<file path="config.mk">
export PLATFORM = sky130hd
export DESIGN_NAME = custom_ip_deserialiser_flat
export DESIGN_NICKNAME = d
export VERILOG_FILES = /design/src/rtl/custom_ip_deserialiser_pkg.sv /design/src/rtl/custom_ip_deserialiser_if.sv /design/src/rtl/custom_ip_deserialiser_sync_fifo.sv /design/src/rtl/custom_ip_deserialiser.sv /design/src/flat_wrapper.sv
export SDC_FILE = /design/constraint.sdc
export NUM_CORES = 1
export LEC_CHECK = 0
export ABC_AREA = 1
export BUFFER_PORTS_ARGS = -buffer_cell sky130_fd_sc_hd__buf_2
export CAP_MARGIN = 5
export CORE_MARGIN = 3
export CORE_UTILIZATION = 57
export DETAILED_ROUTE_END_ITERATION = 8
export PLACE_DENSITY = 0.8
export SYNTH_ARGS = -nofsm -noshare
export SYNTH_HDL_FRONTEND = slang
export SYNTH_SLANG_ARGS = --single-unit
</file>
<file path="constraint.sdc">
create_clock -name clk_fast -period 3.35 [get_ports clk_fast]
set_clock_uncertainty 0.15 [all_clocks]
set_input_delay 0.1675 -clock clk_fast [delete_from_list [all_inputs] [get_ports clk_fast]]
set_output_delay 0.1675 -clock clk_fast [all_outputs]
set_load 0.005 [all_outputs]
</file>
<file path="src/rtl/custom_ip_deserialiser_pkg.sv">
// Shared types and constants for the 4-lane serial receive path.
// Lane order matches the formatter: odd byte on lanes 0/1, even byte on lanes 2/3.
package custom_ip_deserialiser_pkg;

    typedef enum logic [1:0] {
        IDLE,
        ARMED,
        RECV
    } rx_state_e;

    localparam int unsigned LANES        = 4;
    localparam int unsigned LANE_ODD_LO  = 0;
    localparam int unsigned LANE_ODD_HI  = 1;
    localparam int unsigned LANE_EVEN_LO = 2;
    localparam int unsigned LANE_EVEN_HI = 3;

    function automatic logic [15:0] pack_word(
        input logic [3:0] odd_lo,
        input logic [3:0] odd_hi,
        input logic [3:0] even_lo,
        input logic [3:0] even_hi
    );
        return {odd_hi, odd_lo, even_hi, even_lo};
    endfunction

endpackage

</file>
<file path="src/rtl/custom_ip_deserialiser_if.sv">
// Output word stream of the deserialiser: valid/ready with a frame-last marker.
interface custom_ip_deserialiser_if;

    logic        m_valid;
    logic        m_ready;
    logic [15:0] m_data;
    logic        m_last;

    modport master (
        output m_valid,
        output m_data,
        output m_last,
        input  m_ready
    );

    modport slave (
        input  m_valid,
        input  m_data,
        input  m_last,
        output m_ready
    );

endinterface

</file>
<file path="src/rtl/custom_ip_deserialiser_sync_fifo.sv">
// Small synchronous FIFO; full/empty distinguished by an extra pointer wrap bit.
module sync_fifo #(
    parameter int unsigned WIDTH = 17,
    parameter int unsigned DEPTH = 4
) (
    input  logic             clk,
    input  logic             rst_n,
    input  logic             push,
    input  logic [WIDTH-1:0] push_data,
    input  logic             pop,
    output logic [WIDTH-1:0] pop_data,
    output logic             full,
    output logic             empty
);

    localparam int unsigned AW = $clog2(DEPTH);

    logic [WIDTH-1:0] mem [DEPTH];
    logic [AW:0]      wr_ptr;
    logic [AW:0]      rd_ptr;
    logic             do_push;
    logic             do_pop;

    always_comb begin
        empty    = (wr_ptr == rd_ptr);
        full     = (wr_ptr[AW] != rd_ptr[AW]) && (wr_ptr[AW-1:0] == rd_ptr[AW-1:0]);
        do_pop   = pop && !empty;
        // A pop in the same cycle frees the slot, so a push into a full FIFO still lands.
        do_push  = push && (!full || do_pop);
        pop_data = mem[rd_ptr[AW-1:0]];
    end

    always_ff @(posedge clk or negedge rst_n) begin
        if (!rst_n) begin
            wr_ptr <= '0;
            rd_ptr <= '0;
        end else begin
            if (do_push) begin
                wr_ptr <= wr_ptr + (AW+1)'(1);
            end
            if (do_pop) begin
                rd_ptr <= rd_ptr + (AW+1)'(1);
            end
        end
    end

    always_ff @(posedge clk) begin
        if (do_push) begin
            mem[wr_ptr[AW-1:0]] <= push_data;
        end
    end

endmodule

</file>
<file path="src/rtl/custom_ip_deserialiser.sv">
// Rebuilds 16-bit words from the formatter's 4 nibble-lanes, checks frame length
// and delivers words through a small buffer with sticky error reporting.
module custom_ip_deserialiser
    import custom_ip_deserialiser_pkg::*;
#(
    parameter int unsigned FRAME_GROUPS   = 324,
    parameter int unsigned OUT_FIFO_DEPTH = 4
) (
    input  logic                     clk_fast,
    input  logic                     rst_n,
    input  logic                     ser_enable,
    input  logic [3:0]               ser_data,
    input  logic                     ser_frame_start,
    input  logic                     ser_frame_end,
    custom_ip_deserialiser_if.master m_stream,
    output logic                     frame_ok,
    output logic                     length_error,
    output logic                     overflow_error,
    output logic                     protocol_error,
    input  logic                     err_clr
);

    localparam int unsigned      CNT_W      = $clog2(FRAME_GROUPS + 1);
    localparam logic [CNT_W-1:0] GROUPS_MAX = CNT_W'(FRAME_GROUPS);
    localparam logic [CNT_W-1:0] LAST_GROUP = CNT_W'(FRAME_GROUPS - 1);

    rx_state_e        state;
    rx_state_e        state_nxt;
    logic             en_d;
    logic [3:0]       lane_sh  [LANES];
    logic [3:0]       lane_nxt [LANES];
    logic [1:0]       phase;
    logic [CNT_W-1:0] group_cnt;
    logic             frame_err;

    logic             in_recv;
    logic             start_idle;
    logic             restart;
    logic             proto_en;
    logic             proto_end;
    logic             cap;
    logic             grp_done;
    logic             closing;
    logic             excess;
    logic             close_ok;
    logic             close_bad;
    logic             overflow_now;
    logic             len_err_set;

    logic [15:0]      word;
    logic [16:0]      fifo_dout;
    logic             fifo_full;
    logic             fifo_empty;
    logic             fifo_pop;

    always_ff @(posedge clk_fast or negedge rst_n) begin
        if (!rst_n) begin
            state <= IDLE;
        end else begin
            state <= state_nxt;
        end
    end

    always_comb begin
        state_nxt = state;
        unique case (state)
            IDLE: begin
                if (ser_frame_start) begin
                    state_nxt = ser_enable ? RECV : ARMED;
                end
            end
            ARMED: begin
                if (ser_enable) begin
                    state_nxt = RECV;
                end
            end
            RECV: begin
                if (ser_frame_start) begin
                    state_nxt = ser_enable ? RECV : ARMED;
                end else if (ser_frame_end) begin
                    state_nxt = IDLE;
                end
            end
            default: state_nxt = IDLE;
        endcase
    end

    always_comb begin
        in_recv      = (state == RECV);
        start_idle   = ser_frame_start && (state == IDLE);
        restart      = ser_frame_start && (state != IDLE);
        proto_en     = ser_enable && (state == IDLE) && !ser_frame_start;
        proto_end    = ser_frame_end && !in_recv;
        cap          = en_d && in_recv && !restart;
        grp_done     = cap && (phase == 2'd3);
        closing      = ser_frame_end && in_recv && !restart;
        excess       = grp_done && (group_cnt == GROUPS_MAX);
        close_ok     = closing && grp_done && (group_cnt == LAST_GROUP);
        close_bad    = closing && !close_ok;
        overflow_now = grp_done && fifo_full && !fifo_pop;
        len_err_set  = restart || close_bad || excess;
    end

    always_comb begin
        for (int unsigned i = 0; i < LANES; i++) begin
            lane_nxt[i] = {lane_sh[i][2:0], ser_data[i]};
        end
        word = pack_word(lane_nxt[LANE_ODD_LO], lane_nxt[LANE_ODD_HI],
                         lane_nxt[LANE_EVEN_LO], lane_nxt[LANE_EVEN_HI]);
    end

    always_ff @(posedge clk_fast or negedge rst_n) begin
        if (!rst_n) begin
            en_d      <= 1'b0;
            phase     <= '0;
            group_cnt <= '0;
            frame_err <= 1'b0;
            frame_ok  <= 1'b0;
            for (int unsigned i = 0; i < LANES; i++) begin
                lane_sh[i] <= '0;
            end
        end else begin
            // An enable seen in IDLE is a protocol fault; suppress the capture it would cause.
            en_d     <= ser_enable && !proto_en;
            frame_ok <= close_ok && !frame_err && !overflow_now;
            if (start_idle || restart) begin
                phase     <= '0;
                group_cnt <= '0;
                frame_err <= 1'b0;
            end else begin
                if (cap) begin
                    for (int unsigned i = 0; i < LANES; i++) begin
                        lane_sh[i] <= lane_nxt[i];
                    end
                    phase <= phase + 2'd1;
                end
                if (grp_done && (group_cnt != GROUPS_MAX)) begin
                    group_cnt <= group_cnt + CNT_W'(1);
                end
                if (excess || overflow_now) begin
                    frame_err <= 1'b1;
                end
                if (closing) begin
                    phase     <= '0;
                    group_cnt <= '0;
                    frame_err <= 1'b0;
                end
            end
        end
    end

    always_ff @(posedge clk_fast or negedge rst_n) begin
        if (!rst_n) begin
            length_error   <= 1'b0;
            overflow_error <= 1'b0;
            protocol_error <= 1'b0;
        end else begin
            if (len_err_set) begin
                length_error <= 1'b1;
            end else if (err_clr) begin
                length_error <= 1'b0;
            end
            if (overflow_now) begin
                overflow_error <= 1'b1;
            end else if (err_clr) begin
                overflow_error <= 1'b0;
            end
            if (proto_en || proto_end) begin
                protocol_error <= 1'b1;
            end else if (err_clr) begin
                protocol_error <= 1'b0;
            end
        end
    end

    sync_fifo #(
        .WIDTH (17),
        .DEPTH (OUT_FIFO_DEPTH)
    ) u_out_fifo (
        .clk       (clk_fast),
        .rst_n     (rst_n),
        .push      (grp_done),
        .push_data ({closing, word}),
        .pop       (fifo_pop),
        .pop_data  (fifo_dout),
        .full      (fifo_full),
        .empty     (fifo_empty)
    );

    always_comb begin
        m_stream.m_valid = !fifo_empty;
        fifo_pop         = m_stream.m_valid && m_stream.m_ready;
        m_stream.m_data  = m_stream.m_valid ? fifo_dout[15:0] : '0;
        m_stream.m_last  = m_stream.m_valid && fifo_dout[16];
    end

endmodule

</file>
<file path="src/flat_wrapper.sv">
// flat-port wrapper written by rule: the top's interface ports become plain ports
module custom_ip_deserialiser_flat import custom_ip_deserialiser_pkg::*;
#(
    parameter int unsigned FRAME_GROUPS   = 324,
    parameter int unsigned OUT_FIFO_DEPTH = 4
)
  (clk_fast, rst_n, ser_enable, ser_data, ser_frame_start, ser_frame_end, frame_ok, length_error, overflow_error, protocol_error, err_clr, m_stream_m_valid, m_stream_m_data, m_stream_m_last, m_stream_m_ready);
  custom_ip_deserialiser_if m_stream_i ();
  input  logic clk_fast;
  input  logic rst_n;
  input  logic ser_enable;
  input  logic [3:0] ser_data;
  input  logic ser_frame_start;
  input  logic ser_frame_end;
  output logic frame_ok;
  output logic length_error;
  output logic overflow_error;
  output logic protocol_error;
  input  logic err_clr;
  output wire logic [$bits(m_stream_i.m_valid)-1:0] m_stream_m_valid;
  output wire logic [$bits(m_stream_i.m_data)-1:0] m_stream_m_data;
  output wire logic [$bits(m_stream_i.m_last)-1:0] m_stream_m_last;
  input wire logic [$bits(m_stream_i.m_ready)-1:0] m_stream_m_ready;
  assign m_stream_m_valid = m_stream_i.m_valid;
  assign m_stream_m_data = m_stream_i.m_data;
  assign m_stream_m_last = m_stream_i.m_last;
  assign m_stream_i.m_ready = m_stream_m_ready;
  custom_ip_deserialiser #(.FRAME_GROUPS(FRAME_GROUPS), .OUT_FIFO_DEPTH(OUT_FIFO_DEPTH)) u_core (.clk_fast(clk_fast), .rst_n(rst_n), .ser_enable(ser_enable), .ser_data(ser_data), .ser_frame_start(ser_frame_start), .ser_frame_end(ser_frame_end), .m_stream(m_stream_i), .frame_ok(frame_ok), .length_error(length_error), .overflow_error(overflow_error), .protocol_error(protocol_error), .err_clr(err_clr));
endmodule
</file>
==> results.toml <==
[global_routing]
grt_remaining_overflow = 0
track_usage = 0.206
grt_max_degree = 38
grt_pass1_wl_mm = 14.2
grt_pass1_vias = 3135
grt_antenna_before_repair = 0

[floorplan]
dieArea_sq_mm = 0.00920
rows = 32
num_io_pins = 33
die_h_microns = 95.9
start_util = 0.593
dieWidth_microns = 95.9
core_sq_mm = 0.00777

[worst_hold_path]
hp-class = "input pin to async pin"

[routing]
drt_first_pass_iters = 4
drt_iter0_drc = 140
vias_per_cell = 5.28
routedWlPerCell_microns = 14.0
num_vias = 3238
route.detailed.drc = 0
ant_nets = 0
wl_mm = 8.57

[timing]
tns_ns = 0
finalMaxSlewViolations = 0
rsz0062_at_grt = "false"
setup_violations = 0
fin_crit_ns = 2.74
tightestPinTransition_ns = 0.879
fmax_mhz = 365
hold_viol = 0
relSlewSlack = 0.414
fin_crit_sh = 0.818

[power_and_ir_drop]
power.share.sequential = 0.483
combPwrFrac = 0.291
clkPwrFrac = 0.225
ir_worst_vdd_uv = 289
power_switching_uw = 1150
leakagePower_uw = 0.00228
p_int_uw = 2180
powerDensity_mw_per_mm2 = 643
p_sw_frac = 0.344

[clock_tree]
root_buffer = "clkbuf_8"
clk_latency_ns = 0.37
cts_resized = 0
cts_sinks = 105
cts_buffers = 9
h-tree-depth = 3
path_clk_slew_ns = 0.11
cts_tree = "yes"
cts_buffer_depth = 2

[yosys]
avgSynthCellArea_sq_um = 9.99
synth_cells = 461
ys_types = 25
ys_ff_latch = 105
synthesis.nets = 480
synth_warnings = 0
syn_area_sq_mm = 0.00461
seq_area_frac_synth = 0.644

[status]
status = "finished, final reports clean"

[setup_path]
required_ns = 3.03
cp_max_fo = 20
r2r_start = "u_core.u_out_fifo.rd_ptr[1]$_DFFE_PN0P_"
r2r_slack_ns = 1.02
critical_path_arrival_ns = 2.42
critPathKind = "register to output pin"
reg2regPathDepth = 7
critPathLaunchType = "register"
path_cells = "inv_2 > nand2_1 > nand2_1 > nand3_1 > nand2_1 > inv_1 > buf_2"
end_kind = "output pin"
slowest_stage = "nand3_1"
r2r-end = "u_core.u_out_fifo.rd_ptr[1]$_DFFE_PN0P_"
cpPeakStageDelay_ns = 0.57
cpMostUsedCell = "nand2_1"

[finish]
antennaDiodeCount = 0
areaGrowthSynthToFinish_pct = 12.3
num-nets-final = 525
final_util = 0.666
layout-drive-gt1-share = 0.131

[placement]
post-dp-hpwl_mm = 5.43
gp_congestion = 0.890
port_buffers = 32

[run]
drv_cap = 0
==> synthesized netlist by cell type <==
| library cell | number | area share |
|---|---|---|
| a21oi_1 | 4 | 0.0043 |
| buf_2 | 7 | 0.0076 |
| buf_4 | 1 | 0.0016 |
| buf_6 | 1 | 0.0024 |
| clkbuf_1 | 7 | 0.0057 |
| dfrtp_1 | 37 | 0.20 |
| edfxtp_1 | 68 | 0.44 |
| ha_1 | 8 | 0.022 |
| inv_1 | 52 | 0.042 |
| inv_2 | 4 | 0.0033 |
| nand2_1 | 107 | 0.087 |
| nand2_2 | 5 | 0.0068 |
| nand3_1 | 24 | 0.026 |
| nand3b_1 | 1 | 0.0016 |
| nand4_1 | 2 | 0.0027 |
| nor2_1 | 60 | 0.049 |
| nor2_2 | 2 | 0.0027 |
| nor2_4 | 1 | 0.0024 |
| nor3_1 | 3 | 0.0033 |
| o21ai_0 | 40 | 0.043 |
| o221ai_1 | 1 | 0.0019 |
| o22ai_1 | 18 | 0.024 |
| o32ai_1 | 1 | 0.0019 |
| xnor2_1 | 1 | 0.0019 |
| xor2_1 | 6 | 0.011 |
==> power by group through the flow <==
stage | clock network, uW | registers [uW] | logic [uW]
after floorplan | 0 | 1600 | 645
after global placement | 0 | 1630 | 940
after detailed placement | 0 | 1630 | 973
after CTS | 767 | 1610 | 986
after global routing | 810 | 1630 | 1130
final | 750 | 1610 | 970
==> logic make-up (layout without fill, tap and decap cells) <==
group,Yosys count,in the layout,synth area share
XOR/XNOR,7,7,0.0133
AND/OR/NAND/NOR,205,205,0.182
buffers and inverters,72,122,0.0630
flip-flops,105,105,0.644
AO/OA/AOI/OAI,64,64,0.0760
adder cells (fa/ha/maj),8,8,0.0217
==> flip-flops by register name (all words and copies together), names as in the netlist <==
register and flops:
u_core.group_cnt 9, u_core.frame_ok 1, u_core.overflow_error 1, u_core.lane_nxt 12
u_core.protocol_error 1, u_core.phase 2, u_core.u_out_fifo.rd_ptr 3, u_core.u_out_fifo.wr_ptr 3
u_core.frame_err 1, u_core.length_error 1, u_core.state 2, u_core.en_d 1
u_core.u_out_fifo.mem 68
==> final cells by class <==
type | count | area (sq um)
clock buffer | 9 | 124
clock inverter | 7 | 73.8
fill | 596 | 2590
inverter | 56 | 210
multi-input combinational | 284 | 1350
sequential | 105 | 2970
tap | 102 | 128
timing repair buffer | 50 | 323
==> worst max-delay path, delay by kind of cell, from the launching register on <==
| kind | cells | cell delay, ns |
|---|---|---|
| buffers and inverters | 3 | 0.50 |
| flip-flops | 1 | 0.50 |
| AND/OR/NAND/NOR | 4 | 1.05 |
==> how the worst max path moves through the flow <==
| stage | slack, ns | depth (start not counted) | from | endpoint |
|---|---|---|---|---|
| 2_1_floorplan | 1.12 | 9 | u_core.u_out_fifo.rd_ptr[1]$_DFFE_PN0P_ | u_core.u_out_fifo.mem[0][0]$_DFFE_PP_ |
| 3_3_place_gp | 1.12 | 7 | u_core.u_out_fifo.rd_ptr[1]$_DFFE_PN0P_ | u_core.u_out_fifo.rd_ptr[1]$_DFFE_PN0P_ |
| 3_5_place_dp | 0.97 | 7 | u_core.u_out_fifo.rd_ptr[1]$_DFFE_PN0P_ | u_core.u_out_fifo.rd_ptr[1]$_DFFE_PN0P_ |
| 4_1_cts | 0.55 | 7 | u_core.u_out_fifo.rd_ptr[1]$_DFFE_PN0P_ | m_stream_m_data[11] |
| 5_1_grt | 0.43 | 7 | u_core.u_out_fifo.rd_ptr[1]$_DFFE_PN0P_ | m_stream_m_data[15] |
| 6_report | 0.61 | 7 | u_core.u_out_fifo.rd_ptr[1]$_DFFE_PN0P_ | m_stream_m_data[11] |
==> metal layers <==
| layer | track usage | part of all wire |
|---|---|---|
| met1 | 0.246 | 0.40 |
| met5 | 0 | 0 |
| met3 | 0.0321 | 0.061 |
| met4 | 0.0995 | 0.027 |
| met2 | 0.363 | 0.51 |
==> metrics by stage <==
stage	total power [uW]	worst slack, ns	std cells	hold WS [ns]	cell area (sq um)
floorplan	2250	1.12	461	-0.278	4610
global placement	2570	1.12	586	0.175	4870
detailed placement	2610	0.970	586	0.191	4870
CTS	3360	0.551	613	0.327	5170
global route	3560	0.427	613	0.374	5170
finish	3330	0.609	613	0.295	5170
==> repair_timing <==
action / 4_1_cts / 5_1_grt
setup buffers: 0 / 0
hold buffers: 11 / 0
hold endpoints to repair: 67 / 0
==> placed cells by master, fill, tap and decap left out, types with 3 or more instances in the layout <==
master	instances
nand2_1	107
edfxtp_1	68
nor2_1	60
inv_1	52
o21ai_0	40
dfrtp_1	37
buf_2	32
nand3_1	24
o22ai_1	18
dlygate4sd3_1	11
clkbuf_8	9
ha_1	8
buf_4	7
xor2_1	6
nand2_2	5
inv_2	4
a21oi_1	4
nor3_1	3
Note: power is estimated with default switching activity, not from simulation.
